## config.mk

```make
export PLATFORM = sky130hd
export DESIGN_NAME = bmp_stream_sender
export DESIGN_NICKNAME = d
export VERILOG_FILES = /design/src/rtl/bmp_stream_sender.sv
export SDC_FILE = /design/constraint.sdc
export NUM_CORES = 1
export LEC_CHECK = 0
export ABC_AREA = 1
export CORE_MARGIN = 8
export CORE_UTILIZATION = 35
export CTS_CLUSTER_SIZE = 30
export DETAILED_ROUTE_END_ITERATION = 12
export GPL_TIMING_DRIVEN = 1
export PLACE_DENSITY = 0.66
export SLEW_MARGIN = 20
export SYNTH_ARGS = -nofsm -noshare
export SYNTH_HDL_FRONTEND = slang
export SYNTH_SLANG_ARGS = --single-unit
```

## constraint.sdc

```tcl
create_clock -name clk_i -period 2.3 [get_ports clk_i]
set_input_delay 0.46 -clock clk_i [delete_from_list [all_inputs] [get_ports clk_i]]
set_output_delay 0.46 -clock clk_i [all_outputs]
set_load 0.02 [all_outputs]
```

## src/rtl/bmp_stream_sender.sv

```systemverilog
// bmp_stream_sender
//
// Slave-side frame source for the image processing accelerator. It accepts a
// frame descriptor, reads the frame's pixel words from a local synchronous image
// memory through a 2-entry FIFO, and drives them onto one accelerator slave port
// while honouring the ready backpressure.
//
// Optional feature: define SENDER_CHECKSUM_EN to enable the running XOR checksum of
// every word that handshakes in the current frame. Without it, checksum_o is tied to 0.
//
// Ports:
//   clk_i, rst_ni         clock and asynchronous active-low reset
//   start_i               frame request, only honoured in idle
//   cfg_mode_i            frame mode
//   cfg_proc_val_i        frame processing value
//   cfg_base_addr_i       first word address
//   cfg_num_words_i       number of words to send
//   busy_o, done_o        frame in progress / one-cycle end-of-frame pulse
//   mem_rd_en_o           image memory read strobe
//   mem_addr_o            image memory read address
//   mem_rd_data_i         read data, valid the cycle after the strobe
//   slv_mode_o            slave port frame mode
//   slv_proc_val_o        slave port processing value
//   slv_data_o            slave port data word
//   slv_data_valid_o      slave port data valid
//   slv_ready_i           slave port ready
//   checksum_o            frame checksum
module bmp_stream_sender #(
    parameter int unsigned DATA_WIDTH = 32,
    parameter int unsigned ADDR_WIDTH = 10,
    parameter int unsigned CNT_WIDTH  = 11,
    parameter int unsigned COLOR_SIZE = 8
) (
    input  logic                  clk_i,
    input  logic                  rst_ni,
    input  logic                  start_i,
    input  logic [1:0]            cfg_mode_i,
    input  logic [COLOR_SIZE-1:0] cfg_proc_val_i,
    input  logic [ADDR_WIDTH-1:0] cfg_base_addr_i,
    input  logic [CNT_WIDTH-1:0]  cfg_num_words_i,
    output logic                  busy_o,
    output logic                  done_o,
    output logic                  mem_rd_en_o,
    output logic [ADDR_WIDTH-1:0] mem_addr_o,
    input  logic [DATA_WIDTH-1:0] mem_rd_data_i,
    output logic [1:0]            slv_mode_o,
    output logic [COLOR_SIZE-1:0] slv_proc_val_o,
    output logic [DATA_WIDTH-1:0] slv_data_o,
    output logic                  slv_data_valid_o,
    input  logic                  slv_ready_i,
    output logic [DATA_WIDTH-1:0] checksum_o
);

    typedef enum logic [1:0] {StIdle, StRun, StDone} state_e;

    state_e                state_q, state_d;
    logic [1:0]            mode_q, mode_d;
    logic [COLOR_SIZE-1:0] pv_q, pv_d;
    logic [ADDR_WIDTH-1:0] addr_q, addr_d;
    logic [CNT_WIDTH-1:0]  fetch_q, fetch_d;
    logic [CNT_WIDTH-1:0]  send_q, send_d;
    logic [DATA_WIDTH-1:0] fifo_q [2];
    logic [DATA_WIDTH-1:0] fifo_d [2];
    logic                  wr_ptr_q, wr_ptr_d;
    logic                  rd_ptr_q, rd_ptr_d;
    logic [1:0]            count_q, count_d;
    logic                  inflight_q;

    logic       accept;
    logic       valid;
    logic       pop;
    logic       rd_en;
    logic [2:0] occ;

    assign accept = (state_q == StIdle) && start_i;
    assign valid  = (count_q != 2'd0);
    assign pop    = valid && slv_ready_i;

    // Space accounting credits the word leaving this cycle so a steady ready
    // stream sustains one word per cycle. count + inflight >= pop always holds.
    assign occ   = {1'b0, count_q} + {2'b00, inflight_q} - {2'b00, pop};
    assign rd_en = (state_q == StRun) && (fetch_q != '0) && (occ < 3'd2);

    always_comb begin
        state_d  = state_q;
        mode_d   = mode_q;
        pv_d     = pv_q;
        addr_d   = addr_q;
        fetch_d  = fetch_q;
        send_d   = send_q;
        fifo_d   = fifo_q;
        wr_ptr_d = wr_ptr_q;
        rd_ptr_d = rd_ptr_q;
        count_d  = count_q + {1'b0, inflight_q} - {1'b0, pop};

        if (inflight_q) begin
            fifo_d[wr_ptr_q] = mem_rd_data_i;
            wr_ptr_d         = ~wr_ptr_q;
        end
        if (pop) begin
            rd_ptr_d = ~rd_ptr_q;
        end

        unique case (state_q)
            StIdle: begin
                if (start_i) begin
                    mode_d  = cfg_mode_i;
                    pv_d    = cfg_proc_val_i;
                    addr_d  = cfg_base_addr_i;
                    fetch_d = cfg_num_words_i;
                    send_d  = cfg_num_words_i;
                    state_d = (cfg_num_words_i == '0) ? StDone : StRun;
                end
            end
            StRun: begin
                if (rd_en) begin
                    addr_d  = addr_q + ADDR_WIDTH'(1);
                    fetch_d = fetch_q - CNT_WIDTH'(1);
                end
                if (pop) begin
                    send_d = send_q - CNT_WIDTH'(1);
                    if (send_q == CNT_WIDTH'(1)) begin
                        state_d = StDone;
                    end
                end
            end
            StDone: begin
                state_d = StIdle;
            end
            default: begin
                state_d = StIdle;
            end
        endcase
    end

    always_ff @(posedge clk_i or negedge rst_ni) begin
        if (!rst_ni) begin
            state_q    <= StIdle;
            mode_q     <= '0;
            pv_q       <= '0;
            addr_q     <= '0;
            fetch_q    <= '0;
            send_q     <= '0;
            fifo_q[0]  <= '0;
            fifo_q[1]  <= '0;
            wr_ptr_q   <= 1'b0;
            rd_ptr_q   <= 1'b0;
            count_q    <= '0;
            inflight_q <= 1'b0;
        end else begin
            state_q    <= state_d;
            mode_q     <= mode_d;
            pv_q       <= pv_d;
            addr_q     <= addr_d;
            fetch_q    <= fetch_d;
            send_q     <= send_d;
            fifo_q     <= fifo_d;
            wr_ptr_q   <= wr_ptr_d;
            rd_ptr_q   <= rd_ptr_d;
            count_q    <= count_d;
            inflight_q <= rd_en;
        end
    end

    assign busy_o           = (state_q == StRun);
    assign done_o           = (state_q == StDone);
    assign mem_rd_en_o      = rd_en;
    assign mem_addr_o       = addr_q;
    assign slv_mode_o       = busy_o ? mode_q : 2'b00;
    assign slv_proc_val_o   = busy_o ? pv_q : '0;
    assign slv_data_valid_o = valid;
    assign slv_data_o       = valid ? fifo_q[rd_ptr_q] : '0;

`ifdef SENDER_CHECKSUM_EN
    logic [DATA_WIDTH-1:0] ck_q, ck_d;

    always_comb begin
        ck_d = ck_q;
        if (accept) begin
            ck_d = '0;
        end else if (pop) begin
            ck_d = ck_q ^ fifo_q[rd_ptr_q];
        end
    end

    always_ff @(posedge clk_i or negedge rst_ni) begin
        if (!rst_ni) begin
            ck_q <= '0;
        end else begin
            ck_q <= ck_d;
        end
    end

    assign checksum_o = ck_q;
`else
    logic unused_accept;
    assign unused_accept = accept;
    assign checksum_o    = '0;
`endif

endmodule

```

==> results of run 1 <==
[registers in the layout, summed over array words and instances (netlist names)]
name and count:
count_q 2, fetch_q 11, fifo_q 64, inflight_q 1, mem_addr_o 10, mode_q 2
pv_q 8, rd_ptr_q 1, send_q 11, state_q 2, wr_ptr_q 1
[cells in the final DEF (no fill, tap or decap), types with 9 or more instances in the layout]
cell type        instances
clkdlybuf4s50_1         77
conb_1                  32
nand2_1                256
o21ai_0                 96
nor2_1                  57
clkbuf_16               17
nand3_1                 28
buf_4                   32
inv_1                   79
dlygate4sd2_1           41
nand2_2                 22
o21ai_1                  9
dfrtp_1                113
a21oi_1                 37
[power by group]
part	leakage (uW)	switching (uW)	total, uW	internal [uW]
clock network	0.000289	948	2710	1760
registers	0.00138	627	3610	2980
logic	0.00256	4530	7880	3350
total	0.00423	6110	14200	8090
[worst max-delay path by stage]
| stage | startpoint | end | slack, ns | depth (start not counted) |
|---|---|---|---|---|
| after global placement | slv_ready_i | mem_rd_en_o | -0.49 | 13 |
| after floorplan | count_q[0] | mem_rd_en_o | 0.005 | 12 |
| after CTS | count_q[1] | mem_rd_en_o | -0.50 | 12 |
| after global routing | count_q[0] | mem_rd_en_o | -0.65 | 13 |
| final | count_q[0] | mem_rd_en_o | -0.49 | 12 |
| after detailed placement | slv_ready_i | mem_rd_en_o | -0.52 | 13 |
[worst reg2reg max path, stage by stage (launching register included)]
cell and delay, ns:
dfrtp_1 0.41, nor2_4 0.21, nor2_4 0.05, nand2_2 0.08
nand2_2 0.07, ha_4 0.16, fa_1 0.50, inv_1 0.05
nand2_1 0.05, nor2_1 0.04, nand2_1 0.09, buf_4 0.15
nand2_8 0.08, buf_12 0.16, buf_16 0.14, nand2_2 0.05
nand2_1 0.05
[metrics by stage]
stage	TNS [ns]	total power, uW	cells
after global routing	-6.43	15400	1203
after detailed placement	-10.43	10500	1149
after CTS	-5.44	14300	1207
final	-3.09	14200	1203
after global placement	-9.39	10400	1149
after floorplan	0	7860	847
[kinds of logic (layout without fill, tap and decap cells)]
group,count (synthesis),after routing,synth area share
fa+ha+maj,7,7,0.0158
other cells,1,32,0.000622
xor+xnor,3,3,0.00436
compound gates,160,160,0.138
simple gates,379,380,0.251
buf+inv,153,283,0.121
flops,113,113,0.469
[cell type report]
type,instances,area share
clock inverter,12,0.0185
tap,225,0.0332
inverter,85,0.0383
clock buffer,20,0.0539
sequential,113,0.334
multi-input combinational,582,0.323
timing repair buffer,166,0.199
[what timing repair did]
action,4_1_cts,5_1_grt
endpoints found under the setup margin,63,51
gates resized for setup,94,8
pin swaps,23,8
buffers inserted,21,3
cloned,5,0
[per-layer routing]
| metal | vias up | part of all wire | global-route usage |
|---|---|---|---|
| met2 | 182 | 0.46 | 0.247 |
| met5 | - | 0 | 0 |
| li1 | 2810 | - | - |
| met1 | 2529 | 0.45 | 0.205 |
| met3 | 10 | 0.077 | 0.0498 |
| met4 | 0 | 0.0083 | 0.0362 |
==> metrics list, run 1 <==
- The tree built by TritonCTS fans out to 113 sinks.
* Vertical die dimension: 147 um
* Category of the critical setup timing path: register to output pin
- Floorplan Core Area: ~0.017 mm2
* Top cell types by occurrence after synthesis: 278 x nand2_1, 113 x dfrtp_1, 106 x o21ai_0
* Worst-case setup margin in the final layout: -0.490 ns
- Average cell area after synthesis: 7.38 um2
- Top area cells in the synthesized netlist: dfrtp_1 47%, nand2_1 17%, o21ai_0 8.8%
- Multi-input logic area: ~0.0027 mm2
- Leakage power summed over all cells: 0.00423 uW
- The floorplan step defined a die boundary enclosing 0.0217 mm2.
- The tree is rooted in a clkbuf_16.
- Fin. max-slew vios: 0
- Setup repair after global routing could not meet its margin everywhere.
- Overall Global Routing Usage: 0.157
- Gate family responsible for the most delay along the worst path: simple AND/OR/NAND/NOR gates
- For the pin with the worst max-slew slack, the measured transition is 0.557 ns.
* R2r worst-path depth: 16
* Number of nets still failing antenna checks after routing: 0
- Counting flops with an async set or reset pin after synthesis yields a share of 1.00.
- Summing every instance area after synthesis gives 0.00603 mm2.
- Gate count after technology mapping: 816
* Failing checks: negative setup slack
* Clock insertion delay at the later pin of the skew report: 0.40 ns
- Sequential cell area: 0.00283 mm2
- Area overhead of the layout relative to synthesis: 40.5%
- In this run the critical register-to-register path is launched from count_q[0].
- Post-layout util: 0.496
- The netlist uses 34 different library cells.
- In this run the register-to-register setup slack is -0.15 ns.
- Layout fillers: 1684
- Total of hold buffers inserted after clock tree synthesis: 0
* CP Data Arrival Time: 2.33 ns
- Wire length of the first global-routing pass: 27800 um
- After the first detailed-routing iteration, the DRC count stood at 354.
- In the routed layout, each cell is associated on average with a via count of 4.60.
- The number of buffers and inverters on the critical path is 3.
* Worst clock skew: 0.00614 ns
- Of the cells placed in the final design, the portion with a size suffix greater than 1 is 0.131.
- Vias after detailed routing: 5531
- Once layout is done, the placed cells without fillers occupy about 0.0085 mm2.
- The clock tree synthesis step divided the H-tree into 4 levels.
- Prior to clock tree synthesis, the placed netlist has a worst setup slack of -0.524 ns.
* Number of synthesized register bits: between 100 and 150
* Remaining max-slew budget at the tightest pin: 0.629
- Max stage delay cell, worst path: fa_1
* Critical Path Source Type: register
- Most area-hungry cell type in the Yosys netlist: dfrtp_1
- Biggest fanout along the worst timing path: 4
* Routed length per instance: 13.8 um
- For this configuration, the core starts out at a cell density of 0.353.
* Count of unresolved DRC violations after routing: 0
* Buffer levels on the longest clock path: 2
* Number of buffers created by CTS: 17
- Crit. End Element: output pin
* Critical register-to-register path endpoint: mem_addr_o[7]
- The share of synthesized area in the top cell type comes to 0.469.
- The worst hold path belongs to the class primary input to async pin.
* Most frequently used cell type in the post-synthesis netlist: nand2_1
- In this run the horizontal extent of the chip is ~150 um.
* Remaining Overflow, GRT: 0
- Dividing total power by cell area gives a power density of 1680 mW/mm2.
- Fmax achieved: about 360 MHz
- Across the VDD grid, the largest voltage drop is 734 uV.
* Drt first pass iters: 4
- Aggregate routed wire length: 16600 um
* TritonCTS clock tree: built
- Final hold analysis gives a worst-case slack of 0.0494 ns.
* Area after detailed placement: 0.00749 mm2
- Register area share after synthesis: 0.469
- Boundary pin count: 155
- The congestion estimate from routability-driven global placement came to 0.863.
* Post-CTS clock slew at the launch and capture registers of the worst setup and hold paths: approximately 0.060 ns
- The critical path goes through nor2_4 -> nor2_4 -> nand2_2 -> nand2_2 -> ha_4 -> fa_1 -> inv_1 -> nand2_1 -> nor2_1 -> nand2_1 -> inv_2 -> buf_6.
- The initial antenna violation count was 0.
- The via count of the first global-routing pass came to 5512.
- Final setup violating endpoints: 22
- HPWL reported at the end of detailed placement: 11100 um
- Crit path largest cell delay: 0.46 ns
* Primary FF master, synth: dfrtp_1
- The worst path in the final design needs a cycle of between 2 and 3 ns, including I/O delays and setup.
- The number of failing hold endpoints at the final stage came to 0.
* Pin count of the biggest net entering global routing: 65
* Run status: complete, but fails checks
- For this run, the number of Yosys warnings is 0.
- STA puts the critical path data required time at 1.84 ns.
* Floorplan row count: 48
- The synthesized design contains 0 enable-type register cells.
- Fin crit share: 1.21
- I/O Buffers: roughly 120
- 0 antenna diodes ended up in the layout.
- Max-cap violations in this run came to 0.
- At the end of the flow, the number of nets in the layout was between 1000 and 1500.
Power figures use the tool's default switching activity.
==> run 2: changes to the inputs <==
--- a/config.mk
+++ b/config.mk
@@ -12,6 +12,7 @@
 export DETAILED_ROUTE_END_ITERATION = 12
 export GPL_TIMING_DRIVEN = 1
 export PLACE_DENSITY = 0.66
+export SKIP_CTS_REPAIR_TIMING = 1
 export SLEW_MARGIN = 20
 export SYNTH_ARGS = -nofsm -noshare
 export SYNTH_HDL_FRONTEND = slang
==> run 2 against run 1 <==
Against the previous run: the flow still finishes with violations (negative setup slack); routed wire length fell by 3.3%; critical path depth rose by 1; sequential power about the same; hold slack better by 0.0010 ns; maximum frequency shrank 0.29%; core utilization shrank 1.2 points; final cell count fell by 1.4%.
==> metrics list, run 2 (synthesis gave the netlist of run 1 again) <==
* Run status: complete, but fails checks (unchanged)
- Failing checks: negative setup slack (unchanged).
- The post-detailed-route DRC marker count is 0 (unchanged).
- The worst hold-check path type was primary input to async pin (unchanged).
- Shortest period the worst path allows: 2.80 ns (was 2.79 ns)
- Crit. End Element: output pin (unchanged)
- The total routing resource utilization after global routing came to 0.148 (was 0.157).
- The last weighted congestion value of the routability-driven placer is 0.863 (unchanged).
* Detailed Route Iter0 Violations: 343 (was 354)
- Clock group share of total power: 0.203 (was 0.191)
* Wire length of the first global-routing pass: 26300 um (was 27800 um)
* Fmax achieved: 357 MHz (was 358 MHz)
- The area of the die was 0.0217 mm2 (unchanged).
- RSZ-0062 raised after global routing: true (unchanged).
- I/O Buffers: 122 (unchanged)
- The area of the multi-input gates came to 0.00265 mm2 (was 0.00274 mm2).
- The most common cell after layout, fill and taps aside was nand2_1 (unchanged).
* Setup slack, reg-to-reg: -0.07 ns (was -0.15 ns)
- Clock insertion delay at the later pin of the skew report: 0.40 ns (about the same)
- Vias per std cell: 4.57 (was 4.60)
* CP Data Arrival Time: 2.34 ns (was 2.33 ns)
* Aggregate negative setup slack: -3.83 ns (was -3.09 ns)
- Area overhead of the layout relative to synthesis: 37.2% (was 40.5%)
- Aggregate routed wire length: 16000 um (was 16600 um)
* Root buffer cell: clkbuf_16 (unchanged)
* Floorplan Core Area: 0.0171 mm2 (unchanged)
- The total placed cells including tap cells is 1149 (unchanged).
* Max stage delay cell, worst path: clkdlybuf4s50_1 (was fa_1)
- The required time at the endpoint of the critical path is 1.84 ns (about the same).
- The net switching power figure came to 5690 uW (was 6110 uW).
- The worst clock skew on the final layout is 0.00507 ns (was 0.00614 ns).
- Cell repeated most along the worst path: nand2_1
- The clock tree from TritonCTS was built (unchanged).
- Ant. Diodes: 0 (unchanged)
* Layout fillers: 1679 (was 1684)
* Cell-by-cell trace of the critical path: clkdlybuf4s50_1 -> buf_4 -> nand2_4 -> nand2_1 -> nand2_2 -> ha_4 -> fa_1 -> inv_1 -> nand2_1 -> nor2_1 -> nand2_1 -> inv_2 -> buf_6 (was nor2_4 -> nor2_4 -> nand2_2 -> nand2_2 -> ha_4 -> fa_1 -> inv_1 -> nand2_1 -> nor2_1 -> nand2_1 -> inv_2 -> buf_6)
- The initial antenna violation count was 0 (unchanged).
- Sequential group share of total power: 0.271 (was 0.254)
- Remaining max-slew budget at the tightest pin: 0.622 (was 0.629)
- The final net count came to 1022 (was 1039).
* MaxCap Viol Count: 0 (unchanged)
- The share of power burned in combinational logic is 0.527 (was 0.555).
- The number of I/O pins was 155 (unchanged).
* Worst-case setup margin in the final layout: -0.498 ns (was -0.490 ns)
- Critical register-to-register path endpoint: mem_addr_o[1] (was mem_addr_o[7])
- Clock H-tree levels: 4 (unchanged)
- The maximum buffer depth of the clock tree is 2 (unchanged).
* Drt first pass iters: 4 (unchanged)
* Sequential cell area: 0.00283 mm2 (about the same)
* Worst hold slack: 0.0505 ns (was 0.0494 ns)
- CTS sink count: 113 (unchanged)
- The largest fanout on the critical path came to 2 (was 4).
- Fin crit share: 1.22 (was 1.21)
- The beginning of the critical path was slv_ready_i (was count_q[0]).
- Number of nets still failing antenna checks after routing: 0 (unchanged)
- Reg with most FFs: fifo_q (unchanged)
- The leftover overflow at the end of global routing came to 0 (unchanged).
- Vertical die dimension: 147 um (unchanged)
- The via count of the first global-routing pass was 5191 (was 5512).
* Crit path largest cell delay: 0.48 ns (was 0.46 ns)
- Final-report hold violation count: 0 (unchanged)
* Commonest non-fill, non-tap cells in the layout: 274 x nand2_1, 112 x dfrtp_1, 106 x o21ai_0 (was 256 x nand2_1, 113 x dfrtp_1, 96 x o21ai_0)
- Floorplan row count: 48 (unchanged)
* Worst voltage drop across the vdd grid: 764 uV (was 734 uV)
- The critical path start-end classification is primary input to output pin (was register to output pin).
* Power Dens Cells: 1610 mW/mm2 (was 1680 mW/mm2)
- The average wire length per cell after detail routing is 13.5 um (was 13.8 um).
- The clock transition at the register clock pins on the worst setup and hold paths after CTS was 0.05 ns (was 0.06 ns).
- Pin count of the biggest net entering global routing: 65 (unchanged)
* Vias after detailed routing: 5423 (was 5531)
* Fin. max-slew vios: 0 (unchanged)
- The kind of launch point of the worst setup path was a primary input (was register).
* Top Registers: fifo_q (64), fetch_q (11), send_q (11) (unchanged)
* Net Sw Frac: 0.426 (was 0.430)
* Origin of the critical flop-to-flop path: count_q[1] (was count_q[0])
- The die boundary width came to 147 um (unchanged).
* Critical path destination: mem_rd_en_o (unchanged)
* Proportion of layout cells with a drive suffix above 1: 0.0853 (was 0.131)
- Slew at the pin with the worst max-slew slack: 0.567 ns (was 0.557 ns)
* Flip-flop count of the largest register after layout: 64 (unchanged)
* Cell Int Power: 7660 uW (was 8090 uW)
* Final setup violating endpoints: 34 (was 22)
- Effective utilization at floorplan: 0.353 (unchanged)
- The total clock buffers created by CTS is 17 (unchanged).
- The count of cells along the worst register-to-register path is 15 (was 16).
* Final non-filler cell total: 1186 (was 1203)
- The final HPWL from detailed placement came to 11100 um (unchanged).
* Leakage power summed over all cells: 0.00435 uW (was 0.00423 uW)
- Dpl ws: -0.524 ns (unchanged)
[run 2: cell count changes in the layout (fill, tap and decap cells not counted), sizes merged]
cell	previous run	this run
clkdlybuf4s50	77	92
dlygate4sd2	41	0
clkbuf	20	21
clkdlybuf4s15	2	0
buf	46	28
dlymetal6s2s	0	28
[run 2: metrics by stage]
stage / power, uW / cell area (um2) / utilization
CTS: 13300 / 8110 / 0.475
global route: 14500 / 8270 / 0.485
finish: 13300 / 8270 / 0.485
global placement: 10400 / 7490 / 0.439
detailed placement: 10500 / 7490 / 0.439
floorplan: 7860 / 6170 / -
[run 2: layout make-up]
type,instances,share of cell area
Clock buffer,20,0.0552
Clock inverter,12,0.0189
Inverter,85,0.0389
Multi-Input combinational cell,582,0.320
Sequential cell,113,0.342
Tap cell,225,0.0341
Timing Repair Buffer,149,0.191
[run 2: how the worst min path moves through the flow]
stage                     slack, ns  cells past startpoint    endpoint
after floorplan                0.16                      0  count_q[0]
after global placement         0.46                      2  fetch_q[5]
after detailed placement       0.46                      2  fetch_q[5]
after CTS                      0.05                      1  fifo_q[17]
after global routing           0.08                      1  fifo_q[17]
final                          0.05                      1  fifo_q[17]
[run 2: per-layer routing]
layer | vias up | track usage | routed length, um
met4 | 0 | 0.0331 | 94
met5 | - | 0 | 0
met1 | 2494 | 0.198 | 7740
met3 | 7 | 0.0483 | 1010
met2 | 148 | 0.227 | 7190
li1 | 2774 | - | -
[run 2: power by group through the flow]
stage / Combinational (uW) / Clock [uW] / Sequential, uW
6_report: 7030 / 2710 / 3610
5_1_grt: 7870 / 2860 / 3740
4_1_cts: 6940 / 2770 / 3600
3_5_place_dp: 6900 / 0 / 3610
3_3_place_gp: 6810 / 0 / 3590
2_1_floorplan: 4300 / 0 / 3560
[run 2: worst max-delay path: cells and delay by family]
kind                       cells  cell delay, ns
and+or+nand+nor                6            0.40
buffers and inverters          5            0.84
adders and majority gates      2            0.62
==> run 3: changes to the inputs <==
--- a/config.mk
+++ b/config.mk
@@ -6,14 +6,13 @@
 export NUM_CORES = 1
 export LEC_CHECK = 0
 export ABC_AREA = 1
-export CORE_MARGIN = 8
 export CORE_UTILIZATION = 35
 export CTS_CLUSTER_SIZE = 30
 export DETAILED_ROUTE_END_ITERATION = 12
 export GPL_TIMING_DRIVEN = 1
 export PLACE_DENSITY = 0.66
 export SKIP_CTS_REPAIR_TIMING = 1
-export SLEW_MARGIN = 20
+export SLEW_MARGIN = 5
 export SYNTH_ARGS = -nofsm -noshare
 export SYNTH_HDL_FRONTEND = slang
 export SYNTH_SLANG_ARGS = --single-unit
==> run 3 against run 2 <==
Against the previous run: the flow still finishes with violations (negative setup slack); die area down 18%; clock skew up 0.0041 ns; critical path depth down 1; via count up 1.6%; sequential share of layout area down 1.3 points; hold slack better by 0.43 ns; non-clock buffer count up 13; combinational power up 14%; register-to-register slack worse by 0.06 ns; clock power up 2%; first-iteration DRC count down 21%; core utilization up 2.9 points.
==> metrics list, run 3 (synthesis gave the netlist of run 1 again) <==
- The initial antenna violation count came to 0 (unchanged).
- RSZ-0062 raised after global routing: true (unchanged)
- Cell area after layout: 0.00858 mm2 (was 0.00827 mm2)
- The count of final max-slew check failures came to 0 (unchanged).
- The buffers plus inverters on the worst setup path came to 3 (was 5).
* Origin of the critical flop-to-flop path: count_q[0] (was count_q[1])
- The worst-path cell with the longest stage delay is fa_1 (was clkdlybuf4s50_1).
* Drt first pass iters: 5 (was 4)
* Hold Path Stages: 2
- Proportion of layout cells with a drive suffix above 1: 0.123 (was 0.0853)
- The die height was 133 um (was 147 um).
- The actual transition at the worst max-transition pin was 0.563 ns (was 0.567 ns).
- The highest clock frequency the design can meet is 360 MHz (was 357 MHz).
* Critical register-to-register path endpoint: mem_addr_o[9] (was mem_addr_o[1])
- The count of vias placed by the detailed router is 5511 (was 5423).
- The area added between synthesis and finish is 42.5% (was 37.2%).
* Fin crit share: 1.21 (was 1.22)
* Aggregate routed wire length: 15400 um (was 16000 um)
- Critical Path Source Type: register (was primary input)
- CTS sink count: 113 (unchanged)
* Count of unresolved DRC violations after routing: 0 (unchanged)
* Vias in the first global route: 5049 (was 5191)
- Clock group share of total power: 0.192 (was 0.203)
* Final non-filler cell total: 1192 (was 1186)
* I/O Buffers: 122 (unchanged)
* Die X-Extent: 133 um (was 147 um)
* Detailed Route Iter0 Violations: 272 (was 343)
* Hold Startpoint: fifo_q[54]
- The count of cells along the worst register-to-register path came to 16 (was 15).
- Shortest period the worst path allows: 2.78 ns (was 2.80 ns)
- Setup slack, reg-to-reg: -0.13 ns (was -0.07 ns)
- Final-report hold violation count: 0 (unchanged)
- Gate family responsible for the most delay along the worst path: adder cells (was buffers and inverters)
- The cell at the root of the clock tree is clkbuf_16 (unchanged).
* Top Registers: fifo_q (64), fetch_q (11), send_q (11) (unchanged)
- The total placed cells including tap cells is 1148 (was 1149).
- Failing checks: negative setup slack (unchanged)
* Met1 track demand over resource: 0.243 (was 0.198)
* Boundary pin count: 155 (unchanged)
- Wire length of the first global-routing pass: 24600 um (was 26300 um)
- The static power due to leakage is 0.00470 uW (was 0.00435 uW).
* Commonest non-fill, non-tap cell in the layout: nand2_1 (unchanged)
* CP Data Arrival Time: 2.32 ns (was 2.34 ns)
- The area inside the core boundary is 0.0167 mm2 (was 0.0171 mm2).
- The met2 global-route usage was 0.269 (was 0.227).
- Worst hold slack: 0.479 ns (was 0.0505 ns)
- Biggest fanout along the worst timing path: 3 (was 2)
- The kind of end point of the critical path is an output pin (unchanged).
* MaxCap Viol Count: 0 (unchanged)
- Buffer levels on the longest clock path: 2 (unchanged)
- Effective utilization at floorplan: 0.361 (was 0.353)
- The largest register by flop count is fifo_q (unchanged).
- Total net switching power: 6020 uW (was 5690 uW)
* Cell Int Power: 8350 uW (was 7660 uW)
- Post-CTS clock slew at the launch and capture registers of the worst setup and hold paths: 0.05 ns (about the same)
* Crit path largest cell delay: 0.45 ns (was 0.48 ns)
* Cell repeated most along the worst path: nand2_1 (unchanged)
- The count of nets left with antenna violations after detail routing is 0 (unchanged).
- The worst clock skew on the final layout came to 0.00914 ns (was 0.00507 ns).
- Total Die Area: 0.0177 mm2 (was 0.0217 mm2)
- Ant. Diodes: 0 (unchanged)
* Overall power consumption: 14400 uW (was 13300 uW)
- Final setup violating endpoints: 19 (was 34)
- Pin count of the biggest net entering global routing: 65 (unchanged)
- Fraction of power consumed by combinational cells: 0.557 (was 0.527)
- Final Wtd Congestion: 0.834 (was 0.863)
- Net Sw Frac: 0.419 (was 0.426)
- The global routing met3 resource utilization is 0.0434 (was 0.0483).
- Power Dens Cells: 1670 mW/mm2 (was 1610 mW/mm2)
- Remaining max-slew budget at the tightest pin: 0.624 (was 0.622)
* Layer carrying the most global-route usage: met2 (unchanged)
- The worst hold path terminates at fifo_q[54].
- The number of levels in the clock H-tree is 4 (unchanged).
- The final HPWL from detailed placement was 9880 um (was 11100 um).
- Cell-by-cell trace of the critical path: nor2_4 -> nor2_4 -> nand2_2 -> nand2_1 -> ha_2 -> fa_1 -> inv_1 -> nand2_1 -> nor2_1 -> nand2_1 -> inv_2 -> buf_6 (was clkdlybuf4s50_1 -> buf_4 -> nand2_4 -> nand2_1 -> nand2_2 -> ha_4 -> fa_1 -> inv_1 -> nand2_1 -> nor2_1 -> nand2_1 -> inv_2 -> buf_6)
- Commonest non-fill, non-tap cells in the layout: 258 x nand2_1, 113 x dfrtp_1, 98 x o21ai_0 (was 274 x nand2_1, 112 x dfrtp_1, 106 x o21ai_0)
- The final net count was 1035 (was 1022).
* Min-Delay Path Class: register to register (was primary input to async pin)
- The required time at the endpoint of the critical path came to 1.84 ns (about the same).
- TritonCTS clock tree: built (unchanged)
* Area after detailed placement: 0.00753 mm2 (was 0.00749 mm2)
- Category of the critical setup timing path: register to output pin (was primary input to output pin)
* Sequential group share of total power: 0.251 (was 0.271)
- Worst voltage drop across the vdd grid: 757 uV (was 764 uV)
- The clock network latency to the later pin of the worst-skew pair came to 0.41 ns (was 0.40 ns).
- The flip-flop count of the largest register, all copies and words added is 64 (unchanged).
* Floorplan row count: 47 (was 48)
- The via density per instance came to 4.62 (was 4.57).
- Routed length per instance: 12.9 um (was 13.5 um)
- Worst-case setup margin in the final layout: -0.477 ns (was -0.498 ns)
* Number of buffers created by CTS: 17 (unchanged)
* Overall Global Routing Usage: 0.174 (was 0.148)
* Run status: complete, but fails checks (unchanged)
- Remaining Overflow, GRT: 0 (unchanged)
## run 3: changes by cell type in the layout (fill, tap and decap cells not counted), sizes merged
cell / before / now
bufinv: 3 / 4
clkdlybuf4s50: 92 / 76
dlymetal6s2s: 28 / 43
clkinvlp: 4 / 2
buf: 28 / 40
clkinv: 3 / 5
inv: 87 / 84
dlygate4sd3: 0 / 1
clkbuf: 21 / 22
## run 3: per-layer routing
metal | share of wire | vias up
met3 | 0.077 | 13
li1 | - | 2786
met5 | 0 | -
met1 | 0.45 | 2524
met4 | 0.0085 | 0
met2 | 0.46 | 188
## run 3: how the worst max path moves through the flow
stage / start / cells past startpoint / endpoint / slack [ns]
3_5_place_dp: slv_ready_i / 13 / mem_rd_en_o / -1.01
6_report: count_q[0] / 12 / mem_rd_en_o / -0.48
4_1_cts: slv_ready_i / 13 / mem_rd_en_o / -1.02
2_1_floorplan: count_q[0] / 12 / mem_rd_en_o / 0.005
5_1_grt: count_q[0] / 13 / mem_rd_en_o / -0.60
3_3_place_gp: slv_ready_i / 13 / mem_rd_en_o / -1.0
## run 3: worst reg2reg max path, delay by kind of cell (launching register included)
family / cells / cell delay [ns]
and+or+nand+nor: 10 / 0.78
DFF: 1 / 0.40
buffers and inverters: 4 / 0.50
adders and majority gates: 2 / 0.66
## run 3: through the flow
stage | utilization | worst slack, ns | setup TNS, ns
detailed placement | 0.451 | -1.01 | -11.61
finish | 0.514 | -0.477 | -2.01
CTS | 0.488 | -1.02 | -10.61
global placement | 0.451 | -0.998 | -10.89
floorplan | - | 0.00494 | 0
global route | 0.514 | -0.602 | -4.30
## run 3: final cells by class
| cell class | count | area, um2 |
|---|---|---|
| Multi-Input combinational cell | 582 | 2730 |
| Clock buffer | 20 | 457 |
| Inverter | 85 | 325 |
| Clock inverter | 10 | 160 |
| Sequential cell | 113 | 2830 |
| Timing Repair Buffer | 162 | 1810 |
| Tap cell | 220 | 275 |
| Fill cell | 1635 | 8120 |
## run 3: power by group through the flow
stage,Clock [uW],Sequential (uW),Combinational [uW]
floorplan,0,3560,4300
global placement,0,3590,6820
detailed placement,0,3610,6900
CTS,2800,3600,6930
global route,2900,3740,8840
finish,2760,3610,8000
